==> config.mk <==
export PLATFORM = sky130hd
export DESIGN_NAME = mem_requester
export DESIGN_NICKNAME = d
export VERILOG_FILES = /design/src/rtl/mem_requester.sv
export SDC_FILE = /design/constraint.sdc
export NUM_CORES = 1
export LEC_CHECK = 0
export CORE_AREA = 5 5 283 285
export CTS_CLUSTER_SIZE = 20
export DETAILED_ROUTE_END_ITERATION = 10
export DIE_AREA = 0 0 288 290
export DONT_BUFFER_PORTS = 1
export PLACE_DENSITY = 0.3
export SLEW_MARGIN = 20
export SYNTH_ARGS = -nofsm -noshare
export SYNTH_HDL_FRONTEND = slang
export SYNTH_SLANG_ARGS = --single-unit
export TNS_END_PERCENT = 1
==> constraint.sdc <==
create_clock -name CLK -period 7.1 [get_ports CLK]
set_input_delay 0.71 -clock CLK [delete_from_list [all_inputs] [get_ports CLK]]
set_output_delay 0.71 -clock CLK [all_outputs]
set_load 0.03 [all_outputs]
==> src/rtl/mem_requester.sv <==
// Core-side memory initiator: encodes one read/write request as a link message
// and decodes the 16-byte read response; stray responses are popped and counted.
module mem_requester #(
  parameter int unsigned MSG_BITS       = 256,
  parameter int unsigned TIMEOUT_CYCLES = 1000000
) (
  input  logic                CLK,
  input  logic                RST,
  input  logic                req_valid,
  input  logic                req_write,
  input  logic [31:0]         req_addr,
  input  logic [31:0]         req_wdata,
  input  logic [3:0]          req_wmask,
  output logic                busy,
  output logic                done,
  output logic                err,
  output logic [127:0]        rdata,
  output logic [7:0]          stray_cnt,
  output logic                tx_flag,
  output logic [4:0]          tx_length,
  output logic [MSG_BITS-1:0] tx_data,
  input  logic                tx_ready,
  input  logic                rx_avail,
  input  logic [4:0]          rx_length,
  input  logic [MSG_BITS-1:0] rx_data,
  output logic                rx_pop
);

  localparam logic [1:0] IDLE      = 2'd0;
  localparam logic [1:0] SEND      = 2'd1;
  localparam logic [1:0] WAIT_RESP = 2'd2;
  localparam logic [1:0] FINISH    = 2'd3;

  localparam int unsigned    CNT_W   = 32;
  localparam logic [CNT_W-1:0] TO_LAST = CNT_W'(TIMEOUT_CYCLES - 1);
  localparam logic           TO_EN   = (TIMEOUT_CYCLES != 0);

  logic [1:0]          state, state_d;
  logic                wr_q, wr_d;
  logic                to_q, to_d;
  logic [CNT_W-1:0]    cnt, cnt_d;
  logic                busy_d, done_d, err_d, tx_flag_d, rx_pop_d;
  logic [4:0]          tx_length_d;
  logic [MSG_BITS-1:0] tx_data_d;
  logic [127:0]        rdata_d;
  logic [7:0]          stray_d;
  logic                stray_inc;
  logic                rx_ok;
  logic                rx_good;
  logic                rx_unused;

  // rx_avail is still the already-popped message in the cycle rx_pop is high
  assign rx_ok     = rx_avail & ~rx_pop;
  assign rx_good   = (rx_length == 5'd16);
  assign rx_unused = ^rx_data[MSG_BITS-1:128];

  always_ff @(posedge CLK or posedge RST) begin
    if (RST) begin
      state     <= IDLE;
      wr_q      <= 1'b0;
      to_q      <= 1'b0;
      cnt       <= '0;
      busy      <= 1'b0;
      done      <= 1'b0;
      err       <= 1'b0;
      tx_flag   <= 1'b0;
      rx_pop    <= 1'b0;
      tx_length <= 5'd0;
      tx_data   <= '0;
      rdata     <= '0;
      stray_cnt <= 8'd0;
    end else begin
      state     <= state_d;
      wr_q      <= wr_d;
      to_q      <= to_d;
      cnt       <= cnt_d;
      busy      <= busy_d;
      done      <= done_d;
      err       <= err_d;
      tx_flag   <= tx_flag_d;
      rx_pop    <= rx_pop_d;
      tx_length <= tx_length_d;
      tx_data   <= tx_data_d;
      rdata     <= rdata_d;
      stray_cnt <= stray_d;
    end
  end

  always_comb begin
    state_d     = state;
    wr_d        = wr_q;
    to_d        = to_q;
    cnt_d       = cnt;
    busy_d      = busy;
    done_d      = 1'b0;
    err_d       = 1'b0;
    tx_flag_d   = 1'b0;
    rx_pop_d    = 1'b0;
    tx_length_d = tx_length;
    tx_data_d   = tx_data;
    rdata_d     = rdata;
    stray_inc   = 1'b0;

    // outside WAIT_RESP every response is unsolicited
    if (rx_ok && (state != WAIT_RESP)) begin
      rx_pop_d  = 1'b1;
      stray_inc = 1'b1;
    end

    case (state)
      IDLE: begin
        if (req_valid) begin
          busy_d    = 1'b1;
          wr_d      = req_write;
          to_d      = 1'b0;
          tx_data_d = '0;
          if (req_write) begin
            tx_length_d       = 5'd9;
            tx_data_d[31:0]   = req_wdata;
            tx_data_d[63:32]  = req_addr;
            tx_data_d[71:64]  = {4'b0000, req_wmask};
          end else begin
            tx_length_d       = 5'd5;
            tx_data_d[31:0]   = req_addr;
          end
          state_d = SEND;
        end
      end
      SEND: begin
        if (tx_ready) begin
          tx_flag_d = 1'b1;
          cnt_d     = '0;
          state_d   = wr_q ? FINISH : WAIT_RESP;
        end
      end
      WAIT_RESP: begin
        if (rx_ok) begin
          rx_pop_d = 1'b1;
          if (rx_good) begin
            rdata_d = rx_data[127:0];
            state_d = FINISH;
          end else begin
            stray_inc = 1'b1;
          end
        end
        // a good response in the expiry cycle wins over the timeout
        if (!(rx_ok && rx_good)) begin
          if (TO_EN && (cnt == TO_LAST)) begin
            to_d    = 1'b1;
            state_d = FINISH;
          end else begin
            cnt_d = cnt + CNT_W'(1);
          end
        end
      end
      FINISH: begin
        done_d  = 1'b1;
        err_d   = to_q;
        busy_d  = 1'b0;
        state_d = IDLE;
      end
      default: state_d = IDLE;
    endcase

    stray_d = (stray_inc && (stray_cnt != 8'hFF)) ? stray_cnt + 8'd1 : stray_cnt;
  end

endmodule

==> results of run 1 <==
cell families after synthesis:
family / Yosys count / synth area share
AOI/OAI and AO/OA: 75 / 0.03673
xor gates and xnor gates: 19 / 0.01424
adders and majority gates: 6 / 0.006424
buffers and inverters: 261 / 0.1459
DFF: 247 / 0.5290
muxes: 38 / 0.03277
other: 1 / 0.0003209
and+or+nand+nor: 659 / 0.2346
per-layer routing:
| layer | part of all wire | vias up |
|---|---|---|
| li1 | - | 3779 |
| met1 | 0.39 | 3924 |
| met2 | 0.46 | 356 |
| met3 | 0.13 | 61 |
| met4 | 0.026 | 0 |
| met5 | 0 | - |
report_power, final:
part / total [mW] / internal [mW] / switching (mW)
sequential: 2.68 / 1.72 / 0.963
combinational: 0.675 / 0.200 / 0.475
clock: 1.74 / 1.06 / 0.681
total: 5.09 / 2.98 / 2.12
flip-flops by register name, indices dropped and copies added (netlist names):
name,count
err,1
tx_data,68
state,2
busy,1
tx_flag,1
tx_length,3
rdata,128
cnt,32
to_q,1
stray_cnt,8
rx_pop,1
done,1
through the flow:
step,utilization,hold WS [ns],area (um^2),setup WS (ns)
floorplan,-,0.4575,12400,3.144
global placement,0.1573,0.4939,12120,3.737
detailed placement,0.1573,0.4959,12120,3.689
CTS,0.1721,0.1848,13270,3.762
global route,0.1726,0.2221,13310,3.606
finish,0.1727,0.2052,13310,4.007
worst paths after layout:
| check | to | slack [ns] | cells after the start |
|---|---|---|---|
| worst max-delay path | rdata[124] | 4.01 | 7 |
| worst min-delay path | rdata[127] | 0.21 | 2 |
| worst max register to register | rdata[124] | 4.01 | 7 |
| worst min register to register | cnt[5] | 0.51 | 1 |
| max in group asynchronous | cnt[8] | 5.63 | 3 |
| min in group CLK | rdata[56] | 0.27 | 2 |
worst max-delay path, stage by stage, from the launching register on:
cell and delay [ns]:
dfrtp_1 0.41, inv_1 0.08, ha_1 0.35, nand4b_1 0.32, or2_4 0.68, buf_4 0.77
nand2_1 0.14, nand2_1 0.10
cells in the final DEF, fill, tap and decap left out, types with 2 or more instances in the layout:
master	netlist	layout
nand2_1	516	515
dfrtp_1	247	247
conb_1	1	190
nand3_1	48	48
o21ai_0	46	46
mux2i_1	36	36
clkbuf_16	0	34
nor2_1	22	21
nand4_1	15	15
xnor2_1	14	14
or4_1	10	10
inv_1	10	9
or3_1	9	9
a21oi_1	9	9
clkbuf_1	55	9
clkbuf_8	0	9
o211ai_1	8	8
nor3_1	8	8
nand2b_1	7	7
buf_4	191	7
and2_1	6	6
ha_1	6	6
a31oi_1	5	5
xor2_1	5	5
nor4_1	4	4
and3_1	4	4
clkinv_2	0	4
diode_2	0	2
mux2_2	2	2
bufinv_16	0	2
area by class of cell:
type / count / area [um^2]
Tap cell: 1040 / 1301
Clock buffer: 52 / 1008
Antenna cell: 2 / 5.005
Clock inverter: 9 / 135.1
Multi-Input combinational cell: 987 / 4537
Sequential cell: 247 / 6181
Fill cell: 8700 / 63770
Inverter: 10 / 41.29
Timing Repair Buffer: 9 / 100.1
==> results.ini, run 1 <==
[status]
status=complete, no violations

[detailed_routing]
first_pass_iters=4
vias=8120
drc_errors=0
avgViaCountPerCell=3.447
wl_per_cell_um=17.13
drtIter0Drc=342
drt-total-wl_um=40360
antenna_left=0

[synthesis]
yosysSeqAreaShare=0.5290
async_flop_share=1.000
syn-cell-area_um2=11680
postSynthAreaPerCell_um2=8.947
synth_edf_count=0
synth_common_cells=nand2_1 (516), dfrtp_1 (247), buf_4 (191)
yosysTopAreaCellShare=0.5290
yosys-top-cells-area=dfrtp_1 (53%), nand2_1 (17%), buf_4 (12%)
synthFlopType=dfrtp_1
ys_warn_count=0
yosysUniqueCellTypes=43
synthCells=1306
ys_ff_latch=247
yosysTopAreaCell=dfrtp_1
yosysMostFrequentCell=nand2_1

[place]
dp_hpwl_um=29340
io_buffers=0
dpl.cell_count=2292
gp_congestion=0.7773

[timing]
drv_slew=0
grt_setup_unrepaired=false
tns_ns=0
clock_skew_ns=0.02965
min_period_ns=3.093
setup_viol_count_final=0
max_freq_mhz=323.3
period_share=0.4357
timing.slew.headroom=0.3819
tightest_slew_ns=0.9272
final-hold-violation-count=0

[clock_network]
cts_sinks=247
clk_path_buf_depth=3
cts_hold_buf=0
post_cts_buffers=0
cts_max_level=2
cts_resized=0
insertion_delay_ns=0.54
cts_tree=built
cts_made_buffers=34
root_buffer=clkbuf_16
clk_pin_slew_ns=0.06

[global_route]
met3_usage=0.04937
grt_usage=0.09147
busiest_layer=met2
grtUsageMet1=0.1091
grt_pass1_vias=8261
grt_pass1_wl_um=58570
gr-usage-met2=0.1415
antenna_found_initial=3
grt_max_degree=137
overflow=0

[die]
fp.dieW_um=288
core_um2=77080
die_h_um=290
start_util=0.1516
dieArea_um2=83520
io_pins=737
num_rows=102

[critical_path]
critPathRequiredTime_ns=7.55
worstSetupStartpointType=register
startpoint=state[0]
critPathKind=register to register
r2r_start=state[0]
crit_fanout=77
arrival_ns=3.55
endpoint_kind=register

[final_layout]
drive_gt1_frac=0.05479
finalNonFillerCells=2356
synthToLayoutAreaGrowth_pct=13.90
finalNetCount=1630

[power]
total_power_mw=5.094
ir_drop_v=0.0001334
power_leakage_nw=6.661
powerDensity_nw_per_um2=382.7

[hold_path]
holdCritPathClass=input port to asynchronous set/reset pin

[run]
maxCapViolCount=0

Note: power is estimated with default switching activity, not from simulation.
==> inputs of run 2 (changes only) <==
==> constraint.sdc (replaced) <==
create_clock -name CLK -period 2.75 [get_ports CLK]
set_input_delay 0.275 -clock CLK [delete_from_list [all_inputs] [get_ports CLK]]
set_output_delay 0.275 -clock CLK [all_outputs]
set_load 0.03 [all_outputs]
==> run 2 against run 1 <==
Compared with the run above: power grew to 2.6 times the previous value; sequential share of layout area decreased by 6.4 points; die area unchanged; clock skew increased by 0.025 ns; design area grew 16%; clock power grew 140%; critical path depth is 2 lower.
==> results.ini, run 2 (same netlist as run 1, synthesis figures left out) <==
[detailed_routing]
drc_errors=0  ; unchanged
antenna_left=0  ; unchanged
avgViaCountPerCell=3.449  ; about the same
vias=8840  ; +8.9%
drt-total-wl_um=41860  ; +3.7%
drtIter0Drc=339  ; -0.88%
first_pass_iters=4  ; unchanged
wl_per_cell_um=16.33  ; -4.7%

[hold_path]
holdCritPathClass=input port to register

[final_layout]
final_cell_mix=nand2_1 (515), dfrtp_1 (247), dlygate4sd3_1 (200), conb_1 (190), nand3_1 (48)
regArea_um2=6181  ; unchanged
synthToLayoutAreaGrowth_pct=31.94
reg.largest.list=rdata x128, tx_data x68, cnt x32
fin_util=0.2000  ; +0.02735
fillCellCount=8606  ; -1.1%
regMostFlops=rdata
finalNetCount=1842  ; +13%
largest_reg_flops=128  ; unchanged
multi_input_area_um2=4528  ; -0.19%
layout_commonest_cell=nand2_1
drive_gt1_frac=0.05322  ; -0.001575

[clock_network]
cts_sinks=247  ; unchanged
cts_max_level=1  ; -1
clk_path_buf_depth=3  ; unchanged
cts_made_buffers=30  ; -12%
root_buffer=clkbuf_16
cts_tree=built
post_cts_buffers=0  ; unchanged
clk_pin_slew_ns=0.06  ; about the same
insertion_delay_ns=0.61  ; +0.07 ns

[power]
pwr-share-clk=0.315  ; -0.027
switching_share=0.4163  ; +0.0004850
powerDensity_nw_per_um2=853.0  ; +120%
intPower_mw=7.676  ; +160%
combPwrFrac=0.159  ; +0.027
ir_drop_v=0.0005189  ; +290%
netSwitchingPower_mw=5.475  ; +160%
power_leakage_nw=7.558  ; +13%
seqPwrFrac=0.526  ; about the same

[die]
dieArea_um2=83520  ; unchanged
io_pins=737  ; unchanged
num_rows=102  ; unchanged
start_util=0.1516  ; unchanged
fp.dieW_um=288  ; unchanged
core_um2=77080  ; unchanged
die_h_um=290  ; unchanged

[timing]
holdWs_ns=0.07033  ; -0.1349 ns
min_period_ns=2.542  ; -0.5517 ns
timing.slew.headroom=0.5243  ; +0.1424
drv_slew=0  ; unchanged
tns_ns=0  ; unchanged
clock_skew_ns=0.05503  ; +0.02538 ns
grt_setup_unrepaired=false
setup_viol_count_final=0  ; unchanged
final-hold-violation-count=0  ; unchanged
period_share=0.9243  ; +0.4886
tightest_slew_ns=0.7043  ; -0.2229 ns
max_freq_mhz=393.4  ; +22%

[global_route]
grt_pass1_wl_um=62140  ; +6.1%
grt_usage=0.09489  ; +0.003421
antenna_found_initial=2  ; -1
grt_pass1_vias=9472  ; +15%
grt_max_degree=72  ; -47%
overflow=0  ; unchanged

[critical_path]
worstSetupStartpointType=register
endpoint_kind=register
critPathRequiredTime_ns=3.19  ; -4.36 ns
r2r_setup_slack_ns=0.21  ; -3.80 ns
critPathKind=register to register
arrival_ns=2.98  ; -0.57 ns
crit_fanout=7  ; -91%

[run]
maxCapViolCount=0  ; unchanged

[place]
dp_hpwl_um=30550  ; +4.1%
io_buffers=0  ; unchanged
gp_congestion=0.7821  ; +0.62%

[status]
status=complete, no violations

-- run 2: cell count changes in the layout (fill, tap and decap cells not counted), moves of 2 or more --
cell	change
clkinv_2	+2
buf_12	+10
dlygate4sd3_1	+200
clkbuf_16	-4
bufinv_16	+2
buf_4	+6
clkbuf_8	-5
-- run 2: power groups by stage --
stage / clock network, mW / logic (mW) / registers (mW)
6_report: 4.14 / 2.09 / 6.92
2_1_floorplan: 0 / 1.70 / 6.51
3_3_place_gp: 0 / 1.79 / 7.03
3_5_place_dp: 0 / 1.83 / 7.02
5_1_grt: 4.46 / 2.39 / 7.04
4_1_cts: 4.36 / 2.11 / 6.96
-- run 2: worst paths after layout --
check,start,end,depth (start not counted)
setup / recovery,cnt[22],cnt[1],5
hold / removal,req_write,tx_length[3],3
setup reg to reg,cnt[22],cnt[1],5
hold reg to reg,to_q,err,1
max in group asynchronous,RST,rdata[104],3
min in group asynchronous,RST,rdata[58],2
-- run 2: worst max-delay path, stage by stage, from the launching register on --
cell and delay (ns):
dfrtp_1 0.42, or4_1 0.56, or4_1 0.55, or3_1 0.48
and3_4 0.24, mux2i_1 0.12
-- run 2: timing repair --
item                       4_1_cts  5_1_grt
setup endpoints to repair        0        1
gates resized for setup          0        1
hold buffers                   201        0
hold endpoints to repair       217        0
-- run 2: area by class of cell --
cell class / instances / share of cell area
clock buffer: 42 / 0.05421
multi-input combinational: 987 / 0.2937
sequential: 247 / 0.4009
tap: 1040 / 0.08440
antenna: 1 / 0.0001623
inverter: 10 / 0.002678
clock inverter: 11 / 0.01169
timing repair buffer: 225 / 0.1522
-- run 2: layer usage --
layer / up-vias / routed length (um) / track usage
met4: 2 / 930 / 0.02400
met5: - / 13 / 0
met3: 53 / 4026 / 0.03454
li1: 4186 / - / -
met2: 351 / 19280 / 0.1533
met1: 4248 / 17600 / 0.1204
-- run 2: through the flow --
step / area, um^2 / worst slack, ns / cells / power (mW)
finish: 15420 / 0.2082 / 2563 / 13.15
global route: 15420 / 0.1202 / 2563 / 13.88
CTS: 15410 / 0.1579 / 2562 / 13.44
detailed placement: 12370 / 0.2203 / 2308 / 8.848
global placement: 12370 / 0.2822 / 2308 / 8.827
floorplan: 12400 / -0.7707 / 1495 / 8.213
==> inputs of run 3 (changes only) <==
--- a/config.mk
+++ b/config.mk
@@ -11,6 +11,7 @@
 export DIE_AREA = 0 0 288 290
 export DONT_BUFFER_PORTS = 1
 export PLACE_DENSITY = 0.3
+export SETUP_SLACK_MARGIN = 0.15
 export SLEW_MARGIN = 20
 export SYNTH_ARGS = -nofsm -noshare
 export SYNTH_HDL_FRONTEND = slang
==> run 3 against run 2 <==
Compared with the run above: utilization about the same; combinational power about the same; clock-buffer cell count unchanged; routed wire length about the same; first-iteration DRC count unchanged; clock power about the same; sequential share of layout area about the same; non-clock buffer count unchanged; setup slack improved by 0.11 ns; power about the same; worst hold slack about the same; largest cell class unchanged.
==> results.ini, run 3 (same netlist as run 1, synthesis figures left out) <==
[detailed_routing]
drtIter0Drc=339  ; unchanged
first_pass_iters=4  ; unchanged
avgViaCountPerCell=3.449  ; unchanged
wl_per_cell_um=16.33  ; about the same
highest_layer=met5
wl_met2_um=19280  ; about the same
vias=8840  ; unchanged
route.met3.wl_um=4026  ; unchanged
antenna_left=0  ; unchanged
drc_errors=0  ; unchanged
wl_met1_um=17600  ; about the same
drt-total-wl_um=41850  ; about the same

[global_route]
grt_max_degree=72  ; unchanged
grt_usage=0.09489  ; unchanged
grt_pass1_vias=9472  ; unchanged
antenna_found_initial=2  ; unchanged
grt_pass1_wl_um=62140  ; unchanged
overflow=0  ; unchanged

[timing]
final-hold-violation-count=0  ; unchanged
tns_ns=0  ; unchanged
clock_skew_ns=0.05500  ; -0.00003050 ns
max_freq_mhz=411.9  ; +4.7%
grt_setup_unrepaired=false
drv_slew=0  ; unchanged
setup_viol_count_final=0  ; unchanged
fin_ws_ns=0.3225  ; +0.1142 ns
period_share=0.8827  ; -0.04153
holdWs_ns=0.07036  ; +0.00002830 ns
timing.slew.headroom=0.5242  ; about the same
min_period_ns=2.428  ; -0.1142 ns
tightest_slew_ns=0.7044  ; +0.00002521 ns

[critical_path]
crit_slowest_cell=or4_1
worstSetupStartpointType=register
crit_family=simple AND/OR/NAND/NOR gates
critPathKind=register to register
endpoint_kind=register
cp_common_cell=or4_1
arrival_ns=2.87  ; -0.11 ns
critPathRequiredTime_ns=3.19  ; about the same
crit_chain=or4_1, or4_1, or3_4, and3_4, mux2i_1
max_stage_delay_ns=0.57  ; about the same
crit_fanout=7  ; unchanged
crit_buf_inv=0  ; unchanged

[final_layout]
drive_gt1_frac=0.05388  ; +0.0006570
finalNonFillerCells=2563  ; unchanged
largest_reg_flops=128  ; unchanged
synthToLayoutAreaGrowth_pct=31.98  ; about the same
final_area_um2=15420  ; about the same
finalNetCount=1842  ; unchanged
layout_commonest_cell=nand2_1
fin_util=0.2001  ; about the same
final_cell_mix=nand2_1 (515), dfrtp_1 (247), dlygate4sd3_1 (200), conb_1 (190), nand3_1 (48)
reg.largest.list=rdata x128, tx_data x68, cnt x32
regMostFlops=rdata

[power]
power_leakage_nw=7.559  ; about the same
ir_drop_v=0.0005188  ; about the same
powerDensity_nw_per_um2=852.7  ; about the same
total_power_mw=13.15  ; about the same

[die]
start_util=0.1516  ; unchanged
fp.dieW_um=288  ; unchanged
core_um2=77080  ; unchanged
io_pins=737  ; unchanged
die_h_um=290  ; unchanged
num_rows=102  ; unchanged
dieArea_um2=83520  ; unchanged

[place]
dp_slack_ns=0.2203  ; unchanged
dpl.cell_count=2308  ; unchanged
dp_hpwl_um=30550  ; unchanged
io_buffers=0  ; unchanged
gp_congestion=0.7821  ; unchanged
place_area_um2=12370  ; unchanged

[clock_network]
post_cts_buffers=0  ; unchanged
clk_pin_slew_ns=0.06  ; about the same
root_buffer=clkbuf_16
cts_max_level=1  ; unchanged
cts_tree=built
insertion_delay_ns=0.61  ; about the same
cts_made_buffers=30  ; unchanged
clk_path_buf_depth=3  ; unchanged
cts_sinks=247  ; unchanged

[hold_path]
holdCritPathClass=input port to register

[status]
status=complete, no violations

[run]
maxCapViolCount=0  ; unchanged

==> run 3: cell type report <==
class	instances	area [um^2]
Antenna cell	1	2.502
Clock buffer	42	835.8
Clock inverter	11	180.2
Fill cell	8605	61660
Inverter	10	41.29
Multi-Input combinational cell	987	4533
Sequential cell	247	6181
Tap cell	1040	1301
Timing Repair Buffer	225	2347
==> run 3: path summary, 6_finish.rpt <==
check	from	to	slack [ns]	depth (start not counted)
max	cnt[22]	cnt[1]	0.32	5
min	req_write	tx_length[3]	0.07	3
max reg2reg	cnt[22]	cnt[1]	0.32	5
min reg2reg	to_q	err	0.51	1
max in group asynchronous	RST	rdata[104]	1.67	3
min in group asynchronous	RST	rdata[58]	0.23	2
==> run 3: per-layer routing <==
layer | global-route usage | vias to the layer above
met5 | 0 | -
met4 | 0.02400 | 2
met3 | 0.03454 | 53
met2 | 0.1533 | 351
met1 | 0.1204 | 4248
li1 | - | 4186
==> run 3: worst reg2reg max path: stages (launching register included) <==
cell,delay [ns]
dfrtp_1,0.42
or4_1,0.57
or4_1,0.56
or3_4,0.41
and3_4,0.20
mux2i_1,0.12
==> run 3: repair_timing <==
| item | 4_1_cts | 5_1_grt |
|---|---|---|
| hold buffers | 201 | 0 |
| hold endpoints to repair | 217 | 0 |
| resized for setup | 0 | 2 |
| setup endpoints to repair | 0 | 23 |
==> run 3: report_power, final <==
group | leakage (nW) | switching [mW] | internal, mW
Combinational | 3.75 | 1.33 | 0.762
Sequential | 3.31 | 2.49 | 4.43
Clock | 0.499 | 1.66 | 2.48
Total | 7.56 | 5.48 | 7.68
